==> src/rtl/power_burst_detector.sv <==
// power_burst_detector
//   Turns a signed 12-bit moving-average power estimate into burst start/end
//   events. Dual-threshold hysteresis with dwell qualification on entry and
//   exit, followed by a fixed hold-off. Peak power and duration (valid-sample
//   count) of each completed burst are reported at its end.
//
//   state   | meaning
//   --------+-----------------------------------------------------------
//   IDLE    | waiting for a valid sample at or above ip_thr_on
//   QUALIFY | counting consecutive high samples up to DWELL_ON
//   ACTIVE  | burst in progress; counting consecutive low samples
//   HOLDOFF | ignoring input for HOLDOFF clock cycles after a burst
//
// Ports
//   ip_clock     clock; all registers update on the falling edge
//   ip_reset     asynchronous active-high reset
//   ip_power     signed power estimate
//   ip_valid     ip_power holds a new sample this cycle
//   ip_thr_on    signed start threshold (high: power >= thr_on)
//   ip_thr_off   signed end threshold   (low:  power <  thr_off)
//   ip_enable    detector enable
//   op_detect    high while in ACTIVE
//   op_start     one-cycle pulse on entry to ACTIVE
//   op_end       one-cycle pulse on exit from ACTIVE
//   op_peak      signed maximum power of the last completed burst
//   op_duration  valid-sample count of the last completed burst (saturating)
//   op_state     current FSM state encoding
module power_burst_detector #(
   parameter int DWELL_ON  = 8,
   parameter int DWELL_OFF = 16,
   parameter int HOLDOFF   = 32
) (
   input  logic               ip_clock,
   input  logic               ip_reset,
   input  logic signed [11:0] ip_power,
   input  logic               ip_valid,
   input  logic signed [11:0] ip_thr_on,
   input  logic signed [11:0] ip_thr_off,
   input  logic               ip_enable,
   output logic               op_detect,
   output logic               op_start,
   output logic               op_end,
   output logic signed [11:0] op_peak,
   output logic [15:0]        op_duration,
   output logic [1:0]         op_state
);

   localparam logic [7:0] DWELL_ON_C  = 8'(DWELL_ON);
   localparam logic [7:0] DWELL_OFF_C = 8'(DWELL_OFF);
   localparam logic [7:0] HOLD_LAST_C = 8'(HOLDOFF - 1);

   typedef enum logic [1:0] {
      S_IDLE    = 2'd0,
      S_QUALIFY = 2'd1,
      S_ACTIVE  = 2'd2,
      S_HOLDOFF = 2'd3
   } state_t;

   state_t             state;
   logic [7:0]         on_cnt;
   logic [7:0]         off_cnt;
   logic [7:0]         hold_cnt;
   logic signed [11:0] run_peak;
   logic [15:0]        run_dur;

   logic               is_high;
   logic               is_low;
   logic signed [11:0] peak_next;
   logic [15:0]        dur_next;
   logic [7:0]         on_next;
   logic [7:0]         off_next;

   assign is_high   = (ip_power >= ip_thr_on);
   assign is_low    = (ip_power < ip_thr_off);
   assign peak_next = (ip_power > run_peak) ? ip_power : run_peak;
   assign dur_next  = (run_dur == 16'hFFFF) ? run_dur : run_dur + 16'd1;
   assign on_next   = on_cnt + 8'd1;
   assign off_next  = off_cnt + 8'd1;
   assign op_state  = state;

   always_ff @(negedge ip_clock or posedge ip_reset) begin
      if (ip_reset) begin
         state       <= S_IDLE;
         on_cnt      <= 8'd0;
         off_cnt     <= 8'd0;
         hold_cnt    <= 8'd0;
         run_peak    <= 12'sd0;
         run_dur     <= 16'd0;
         op_detect   <= 1'b0;
         op_start    <= 1'b0;
         op_end      <= 1'b0;
         op_peak     <= 12'sd0;
         op_duration <= 16'd0;
      end else begin
         op_start <= 1'b0;
         op_end   <= 1'b0;
         case (state)
            S_IDLE: begin
               on_cnt   <= 8'd0;
               off_cnt  <= 8'd0;
               hold_cnt <= 8'd0;
               if (ip_enable && ip_valid && is_high) begin
                  on_cnt   <= 8'd1;
                  run_peak <= ip_power;
                  run_dur  <= 16'd1;
                  // a single qualifying sample is enough when DWELL_ON is 1
                  if (DWELL_ON_C == 8'd1) begin
                     state     <= S_ACTIVE;
                     op_start  <= 1'b1;
                     op_detect <= 1'b1;
                  end else begin
                     state <= S_QUALIFY;
                  end
               end
            end
            S_QUALIFY: begin
               if (!ip_enable) begin
                  state  <= S_IDLE;
                  on_cnt <= 8'd0;
               end else if (ip_valid) begin
                  if (is_high) begin
                     on_cnt   <= on_next;
                     run_peak <= peak_next;
                     run_dur  <= dur_next;
                     if (on_next == DWELL_ON_C) begin
                        state     <= S_ACTIVE;
                        op_start  <= 1'b1;
                        op_detect <= 1'b1;
                        off_cnt   <= 8'd0;
                     end
                  end else begin
                     state  <= S_IDLE;
                     on_cnt <= 8'd0;
                  end
               end
            end
            S_ACTIVE: begin
               if (!ip_enable) begin
                  // forced exit reports what was gathered so far; no hold-off
                  state       <= S_IDLE;
                  op_end      <= 1'b1;
                  op_detect   <= 1'b0;
                  op_peak     <= run_peak;
                  op_duration <= run_dur;
                  on_cnt      <= 8'd0;
                  off_cnt     <= 8'd0;
               end else if (ip_valid) begin
                  run_peak <= peak_next;
                  run_dur  <= dur_next;
                  if (is_low) begin
                     off_cnt <= off_next;
                     if (off_next == DWELL_OFF_C) begin
                        state       <= S_HOLDOFF;
                        op_end      <= 1'b1;
                        op_detect   <= 1'b0;
                        op_peak     <= peak_next;
                        op_duration <= dur_next;
                        hold_cnt    <= 8'd0;
                     end
                  end else begin
                     off_cnt <= 8'd0;
                  end
               end
            end
            S_HOLDOFF: begin
               if (!ip_enable || hold_cnt == HOLD_LAST_C) begin
                  state    <= S_IDLE;
                  hold_cnt <= 8'd0;
               end else begin
                  hold_cnt <= hold_cnt + 8'd1;
               end
            end
            default: state <= S_IDLE;
         endcase
      end
   end

endmodule

==> config.mk <==
export PLATFORM = sky130hd
export DESIGN_NAME = power_burst_detector
export DESIGN_NICKNAME = d
export VERILOG_FILES = /design/src/rtl/power_burst_detector.sv
export SDC_FILE = /design/constraint.sdc
export NUM_CORES = 1
export LEC_CHECK = 0
export ABC_AREA = 1
export CAP_MARGIN = 20
export CELL_PAD_IN_SITES_DETAIL_PLACEMENT = 0
export CELL_PAD_IN_SITES_GLOBAL_PLACEMENT = 1
export CORE_MARGIN = 1.5
export CORE_UTILIZATION = 45
export CTS_BUF_LIST = sky130_fd_sc_hd__clkbuf_2 sky130_fd_sc_hd__clkbuf_4 sky130_fd_sc_hd__clkbuf_8
export CTS_CLUSTER_DIAMETER = 120
export DETAILED_ROUTE_END_ITERATION = 8
export GPL_ROUTABILITY_DRIVEN = 0
export PLACE_DENSITY = 0.92
export SLEW_MARGIN = 20
export SYNTH_ARGS = -nofsm -noshare
export SYNTH_HDL_FRONTEND = slang
export SYNTH_SLANG_ARGS = --single-unit
==> constraint.sdc <==
create_clock -name ip_clock -period 4.75 [get_ports ip_clock]
set_input_delay 0.95 -clock ip_clock [delete_from_list [all_inputs] [get_ports ip_clock]]
set_output_delay 0.95 -clock ip_clock [all_outputs]
set_load 0.005 [all_outputs]
==> results of run 1 <==
==> power by group <==
part	switching (mW)	internal (mW)
Sequential	0.248	0.976
Clock	0.282	0.356
Combinational	1.80	1.43
==> metal layers <==
layer  vias to the layer above  part of all wire [%]
li1                       3346                     -
met1                      3192                    44
met2                       216                    48
met3                        60                   4.6
met4                         0                   3.1
met5                         -                     0
==> through the flow <==
step | setup slack [ns] | total power [mW] | hold slack [ns] | instance area (µm²) | utilization (%)
2_1_floorplan | -0.1268 | 2.570 | 0.4025 | 6812 | -
3_3_place_gp | -0.9341 | 3.390 | 0.4166 | 8174 | 58.89
3_5_place_dp | -0.9560 | 3.410 | 0.4187 | 8174 | 58.89
4_1_cts | -0.1210 | 4.669 | 0.4200 | 9300 | 67.00
5_1_grt | -0.3696 | 5.401 | 0.4576 | 9828 | 70.80
6_report | -0.3283 | 5.091 | 0.4211 | 9828 | 70.80
==> cells by family (layout without fill, tap and decap cells) <==
kind of cell,after synthesis,in the layout
compound gates,87,87
xor+xnor,13,13
fa+ha+maj,46,46
buf+inv,149,322
flops,85,85
mux,1,1
simple gates,558,565
==> synthesized netlist by cell type <==
cell      number  area (µm²)
nand2_1      369        1385
inv_1        112       420.4
dfrtn_1       85        2127
nand3_1       73       365.4
nor2_1        49       183.9
ha_1          46       575.6
o21ai_1       26       130.1
o21ai_0       20       100.1
a21oi_1       19       95.09
nand4_1       15       93.84
nand3_2       13       130.1
clkbuf_1      11       41.29
nand2_2       10       62.56
xor2_1        10       87.58
buf_2          9       45.04
nor3_1         9       45.04
o21ai_2        9       78.83
inv_2          8       30.03
nor2_2         6       37.54
buf_6          5       56.30
o22ai_1        5       31.28
o211ai_1       4       30.03
xnor2_1        3       26.28
buf_1          2       7.510
nand3b_1       2       15.01
nor3_2         2       20.02
nor3b_1        2       15.01
or2_2          2       12.51
a211oi_1       1       7.510
a21o_1         1       7.510
buf_12         1       20.02
inv_4          1       6.260
mux2i_1        1       10.01
nand2_4        1       11.26
nand3_4        1       17.52
nand4_2        1       12.51
nor2_4         1       11.26
nor2_8         1       20.02
nor3_4         1       16.27
o21bai_1       1       7.510
o31ai_1        1       7.510
==> worst max-delay path, cell delays in order <==
cell and delay [ns]:
buf_6 0.10, buf_8 0.13, ha_4 0.26, nand4_1 0.16
nor3_2 0.23, nand2_1 0.14, nand4_1 0.14, buf_6 0.15
nand2_8 0.10, nand2_8 0.13, nand2_2 0.06, nand3_1 0.09
nand2_1 0.10, nand2_1 0.08, nand2_1 0.06
==> registers in the layout (all words and copies together), names as in the netlist, 2 cells and up <==
register and cells:
op_duration 16, run_dur 16, op_peak 12, run_peak 12, hold_cnt 8, off_cnt 8
on_cnt 8, op_state 2
==> timing repair <==
action | in CTS | in global routing
hold endpoints to repair | 0 | 0
endpoints found under the setup margin | 86 | 85
pin swaps | 99 | 88
cloned | 11 | 4
buffers inserted | 26 | 12
gates resized for setup | 264 | 133
==> how the worst min path moves through the flow <==
stage	slack [ns]	cells past startpoint	to	from
after floorplan	0.40	2	run_peak[3]	run_peak[3]
after global placement	0.42	2	run_peak[7]	run_peak[7]
after detailed placement	0.42	2	run_peak[5]	run_peak[5]
after CTS	0.42	2	run_peak[6]	run_peak[6]
after global routing	0.46	2	run_peak[3]	run_peak[3]
final	0.42	2	op_detect	op_detect
==> cell type report <==
class                           instances  area share, %
Timing Repair Buffer                  184          18.96
Sequential cell                        85          21.64
Clock inverter                          5          1.095
Timing Repair inverter                  2         0.2037
Multi-Input combinational cell        712          49.17
Inverter                              121          5.309
Clock buffer                           10          1.337
Tap cell                              180          2.292
==> metrics.txt, run 1 <==
via count 6814; first-pass GRT wire length 31710 µm; Storage cell area 0.002127 mm²; CP Data Required Time 2.57 ns; VDD IR max 0.3004 mV; Yosys reg bits 85; grt total ovfl 0; DRC 0; CTS H-Tree Depth 3; Hold Crit Class reg2reg; Die Area 0.01495 mm²; R2R cell count 10; Fin. Hold Viols 0; leakage power 4.801 nW; chip height 122.3 µm; largest family of logic cells by synthesized area simple AND/OR/NAND/NOR gates; Setup CP Type in2reg; worst skew pair latency 0.35 ns; post-synth cell types 41; number of global-route vias before repair 6477; Power per Cell Area 518.0 mW/mm²; dpl cells 1237; critical path endpoint run_peak[7]; Detailed Route WL 20340 µm; Root Buffer clkbuf_8; nets@finish 1201; share of layout cells above drive strength 1 37.89%; largest net degree at the start of global routing 31; CP Max Fanout 5; Post-Syn Area per Cell 6.820 µm²; Die X-Extent 122.3 µm; ANT cells 0; met1 Use GR 36.55%; I/O pins 73; Routed WL per cell 15.66 µm; Worst-path clk slew 0.06 ns; Area growth syn-to-layout 53.48%; Sum Neg Setup Slack -8.255 ns; worst setup margin -0.3283 ns; CP startpoint kind primary input; Synth Area in XOR/XNOR 1.778%; Critical R2R Capture run_peak[9]; initial core utilization 46.13%; num rows 43; Setup crit end kind flip-flop; mux contribution to synthesized area 0.1563%; Non-Filler Instances 1299; CTS tree yes; max-cap violations 0; Slew headroom 31.60%; HPWL Detailed 12290 µm; port bufs 72; DRT Pass-1 Iters 6; grt peak-use layer met2; DR iter-0 viols 556; Mapped Area 0.006404 mm²; reg-to-reg slack, setup 1.81 ns; failing checks setup timing; Ys Warns 0; most frequent cells in the layout nand2_1 (277), inv_1 (86), dfrtn_1 (85); GRT Total Usage 26.91%; hold buffers post-CTS 0; grt met2 use 44.10%; Synth Area in Simple Gates 38.34%; CTS max path bufs 2; drt via density 5.246; status finished, violations left; area of the multi-input gates 0.004832 mm²; CTS buffer count 9; Synth Area in Adders 8.988%; Syn Inst Count 939; worst-case clock skew 0.009694 ns; Core Region 0.01388 mm²; crit path launch ip_power[4]; initial antenna violation count 0; ANT nets after route 0; # clock sinks 85; Worst Tran Pin Value 1.026 ns; fillcell total 1064; Net Count, Synth 1025; met3 Resource Use GR 3.346%; Seq/Total Area, Yosys 33.22%; Final setup violation count 64; RSZ-0062 raised after global routing true; Worst R2R Start op_state[1]; area fraction in compound gates after synthesis 7.737%; Slew Limit Fails 0; crit path DAT 2.90 ns; commonest non-fill, non-tap cell in the layout nand2_1
Power figures use the tool's default switching activity.
==> inputs of run 2 (changes only) <==
==> constraint.sdc (replaced) <==
create_clock -name ip_clock -period 6.09 [get_ports ip_clock]
set_input_delay 1.218 -clock ip_clock [delete_from_list [all_inputs] [get_ports ip_clock]]
set_output_delay 1.218 -clock ip_clock [all_outputs]
set_load 0.005 [all_outputs]
==> run 2 against run 1 <==
Against the previous run: critical endpoint is now run_dur[11]; sequential share of layout area grew 3.4 points; the run now ends clean; highest routed layer unchanged; wire length shrank 17%; via count shrank 7.9%; final area shrank 14%; largest cell class unchanged; final cell count shrank 4.2%; clock-buffer cell count grew 1; sequential power shrank 23%; largest power group unchanged; hold slack gained 0.0013 ns.
==> metrics.txt, run 2 (same netlist as run 1, synthesis figures left out) <==
initial core utilization 46.13%; I/O pins 73; VDD IR max 0.2293 mV; Detailed Route WL 16970 µm; Root Buffer clkbuf_8; Util after Layout 61.10%; DR iter-0 viols 414; Slew headroom 35.71%; chip height 122.3 µm; reg-to-reg slack, setup 2.58 ns; Worst-path clk slew 0.06 ns; Core Region 0.01388 mm²; Worst Hold Slack 0.4225 ns; CP Data Required Time 3.25 ns; Die X-Extent 122.3 µm; port bufs 72; via count 6277; Fin. Hold Viols 0; CP Max Fanout 7; Hold Crit Start op_detect; initial antenna violation count 0; hold worst-path end op_detect; CTS max path bufs 2; Slew Limit Fails 0; # clock sinks 85; largest net degree at the start of global routing 86; R2R cell count 9; Worst R2R Start op_state[0]; leakage power 4.433 nW; Setup crit end kind flip-flop; CP startpoint kind primary input; ANT cells 0; Area growth syn-to-layout 32.43%; grt total ovfl 0; most frequent cells in the layout nand2_1 (340), inv_1 (95), dfrtn_1 (85); dpl cells 1218; Worst Hold Depth 2; hold buffers post-CTS 0; number of global-route vias before repair 5932; Setup CP Type in2reg; share of layout cells above drive strength 1 20.58%; Hold Crit Class reg2reg; num rows 43; Final setup violation count 0; DRC 0; Tot Pwr 3.245 mW; max-cap violations 0; crit path DAT 3.19 ns; worst skew pair latency 0.36 ns; worst-case clock skew 0.009944 ns; commonest non-fill, non-tap cell in the layout nand2_1; DRT Pass-1 Iters 5; Top Registers op_duration x16, run_dur x16; ANT nets after route 0; pre-CTS WS -0.5266 ns; Die Area 0.01495 mm²; Worst Tran Pin Value 0.9643 ns; Routed WL per cell 13.64 µm; worst setup margin 0.05736 ns; Non-Filler Instances 1244; drt via density 5.046; Critical R2R Capture run_dur[11]; CTS tree yes; Power per Cell Area 382.6 mW/mm²; first-pass GRT wire length 27800 µm; GRT Total Usage 23.31%; CTS H-Tree Depth 3; nets@finish 1146; status finished, final reports clean; CTS buffer count 9; HPWL Detailed 11440 µm
[run 2: cell count changes in the layout (fill, tap and decap cells not counted), moves of 16 or more]
cell            change
nand3_2            -23
ha_1               +17
ha_4               -18
nand2_2            -47
nand2_4            -16
dlymetal6s2s_1     +18
nand3_1            +24
buf_6              -29
nand2_1            +63
[run 2: metrics by stage]
| step | instance area [µm²] | TNS, ns |
|---|---|---|
| global route | 8481 | -0.01881 |
| global placement | 7659 | -36.50 |
| floorplan | 6407 | 0 |
| finish | 8481 | 0 |
| CTS | 8078 | -0.03387 |
| detailed placement | 7659 | -38.80 |
[run 2: worst max-delay path, cell delays in order]
cell and delay [ns]:
clkdlybuf4s15_1 0.27, ha_4 0.32, nand4_1 0.16, nor2_4 0.15, nand4_1 0.19, nand3_4 0.19, nand2_4 0.08, nand2_4 0.08
nand3_4 0.20, buf_12 0.23, nand2_2 0.05, o21ai_1 0.05
[run 2: cell type report]
class                           instances  area (µm²)
Fill cell                            1244        5400
Multi-Input combinational cell        705        4050
Clock buffer                           11       145.1
Sequential cell                        85        2127
Tap cell                              180       225.2
Timing Repair Buffer                  138        1398
Clock inverter                          4       72.57
Inverter                              121       462.9
[run 2: how the worst max path moves through the flow]
stage,start,end,cells past startpoint
6_report,ip_power[6],run_dur[11],12
4_1_cts,ip_thr_on[4],run_peak[3],15
3_5_place_dp,ip_power[5],op_peak[7],14
3_3_place_gp,ip_power[5],run_peak[4],14
2_1_floorplan,ip_thr_on[11],run_dur[15],16
5_1_grt,ip_power[6],op_duration[7],17
[run 2: timing repair]
action	4_1_cts	5_1_grt
endpoints found under the setup margin	82	84
resized for setup	45	99
setup buffers	2	4
gates cloned	2	3
pin swaps	11	46
[run 2: metal layers]
layer	up-vias	track usage [%]	wire, µm	part of all wire (%)
met3	18	5.390	698	4.1
met1	2920	30.18	7823	46
met5	-	0	0	0
met2	123	38.97	8229	48
li1	3216	-	-	-
met4	0	6.613	218	1.3
[run 2: where the power goes]
| group | leakage [nW] | internal, mW | switching (mW) | total (mW) |
|---|---|---|---|---|
| logic | 3.20 | 0.808 | 1.04 | 1.85 |
| clock network | 0.109 | 0.244 | 0.216 | 0.460 |
| registers | 1.12 | 0.761 | 0.175 | 0.937 |
==> inputs of run 3 (changes only) <==
--- a/config.mk
+++ b/config.mk
@@ -15,7 +15,7 @@
 export CTS_CLUSTER_DIAMETER = 120
 export DETAILED_ROUTE_END_ITERATION = 8
 export GPL_ROUTABILITY_DRIVEN = 0
-export PLACE_DENSITY = 0.92
+export PLACE_DENSITY_LB_ADDON = 0.1
 export SLEW_MARGIN = 20
 export SYNTH_ARGS = -nofsm -noshare
 export SYNTH_HDL_FRONTEND = slang
==> run 3 against run 2 <==
Against the previous run: sequential cell count is the same; final area grew 2.8%; total power is 4.8% higher; first-iteration DRC count down 4.8%; die area unchanged; largest cell class unchanged; register-to-register slack better by 0.59 ns; highest routed layer unchanged; global-route usage is 1.4 points higher; utilization grew 1.7 points; worst setup slack better by 0.051 ns.
==> metrics.txt, run 3 (same netlist as run 1, synthesis figures left out) <==
VDD IR max 0.2385 mV; largest net degree at the start of global routing 86; Sum Neg Setup Slack 0 ns; Setup CP Type in2reg; Worst-path clk slew 0.06 ns; share of layout cells above drive strength 1 21.97%; CTS max path bufs 2; CP Max Fanout 11; DR iter-0 viols 394; Hold Crit Class reg2reg; CTS tree yes; leakage power 4.535 nW; Top Registers op_duration x16, run_dur x16; most used cell along the critical path nand2_1; Die Area 0.01495 mm²; first-pass GRT wire length 28990 µm; most frequent cells in the layout nand2_1 (344), inv_1 (95), dfrtn_1 (85); grt total ovfl 0; ANT nets after route 0; Detailed Route WL 18230 µm; DRC 0; Setup crit end kind flip-flop; CTS buffer count 9; fillcell total 1290; nets@finish 1169; drt via density 5.016; # clock sinks 85; Worst Hold Slack 0.4233 ns; worst-case clock skew 0.009183 ns; GRT Total Usage 24.69%; Root Buffer clkbuf_8; Worst Tran Pin Value 0.9336 ns; Power per Cell Area 390.4 mW/mm²; Buf+Inv Stages, Crit Path 3; num rows 43; max-cap violations 0; initial core utilization 46.13%; design area 0.008715 mm²; CP startpoint kind primary input; Fin. Hold Viols 0; Die X-Extent 122.3 µm; slowest CP cell dlygate4sd2_1; Core Region 0.01388 mm²; port bufs 72; Routed WL per cell 14.38 µm; commonest non-fill, non-tap cell in the layout nand2_1; DRT Pass-1 Iters 5; Storage cell area 0.002127 mm²; status finished, final reports clean; initial antenna violation count 0; Final setup violation count 0; worst skew pair latency 0.36 ns; Slew Limit Fails 0; CP Data Required Time 3.25 ns; Tot Pwr 3.402 mW; number of global-route vias before repair 5844; HPWL Detailed 11970 µm; CTS H-Tree Depth 3; slowest cell delay on critical path 0.29 ns; area of the multi-input gates 0.004056 mm²; CP delay by family, top simple AND/OR/NAND/NOR gates; ANT cells 0; RSZ-0062 raised after global routing true; via count 6360; chip height 122.3 µm; Slew headroom 37.69%; critical path cell sequence dlygate4sd2_1 > buf_4 > ha_1 > nand4_1 > nor3_4 > nand2_1 > nand3_1 > nand2_1 > nand2_2 > buf_8 > nand3_1 > nand2_1 > nand2_1 > nand3_4 > nand2_2; I/O pins 73; Area growth syn-to-layout 36.09%; crit path DAT 3.15 ns; Post-Place Cell Area 0.007774 mm²
## run 3: cell types whose count changed in the layout (fill, tap and decap cells not counted), moves of 3 or more
cell            change
buf_4              +11
clkbuf_2            +4
buf_6               +3
dlymetal6s2s_1      -5
nand3_2             -3
nand2_4             -6
nand2_1             +4
clkinv_4            +3
buf_12              +7
nand3_4             +3
## run 3: final timing paths
| kind | from | end | slack [ns] | cells after the start |
|---|---|---|---|---|
| min reg2reg | op_duration[7] | op_duration[7] | 0.42 | 2 |
| max | ip_power[4] | op_peak[7] | 0.11 | 15 |
| min in group asynchronous | ip_reset | off_cnt[0] | 4.28 | 3 |
| min | op_duration[7] | op_duration[7] | 0.42 | 2 |
| max reg2reg | op_state[0] | run_dur[10] | 3.17 | 10 |
| max in group asynchronous | ip_reset | run_peak[7] | 1.43 | 3 |
## run 3: metrics by stage
stage	worst slack [ns]	utilization, %	cells
4_1_cts	-0.007491	59.93	1260
3_5_place_dp	-0.5344	56.00	1230
5_1_grt	-0.04201	62.78	1268
2_1_floorplan	0.2315	-	939
6_report	0.1081	62.78	1268
3_3_place_gp	-0.5385	56.00	1230
## run 3: final cells by class
cell class	count	share of cell area, %
inverter	121	5.528
timing repair inverter	1	0.1005
clock buffer	12	1.823
clock inverter	4	0.6461
sequential	85	24.41
timing repair buffer	158	18.36
multi-input combinational	707	46.55
tap	180	2.584
## run 3: timing repair
item,CTS,global route
pin swaps,16,40
setup buffers,10,4
hold buffers,0,0
resized for setup,55,97
cloned,4,4
endpoints found under the setup margin,74,82
## run 3: worst reg2reg max path, cell delays in order, from the launching register on
cell and delay, ns:
dfrtn_1 0.52, inv_1 0.10, ha_1 0.28, buf_4 0.30, inv_1 0.51, a211oi_1 0.37
buf_4 0.20, nand3_4 0.16, clkbuf_16 0.21, nand2_1 0.05, o21ai_1 0.06
## run 3: metal layers
layer | global-route usage [%] | share of wire, %
met5 | 0 | 0
met4 | 5.015 | 0.84
met3 | 3.950 | 4.3
met2 | 39.04 | 45
met1 | 35.76 | 49
## run 3: power by group
part	total, mW	internal (mW)	switching (mW)
Clock	0.450	0.219	0.231
Sequential	0.931	0.761	0.170
Combinational	2.02	0.902	1.12
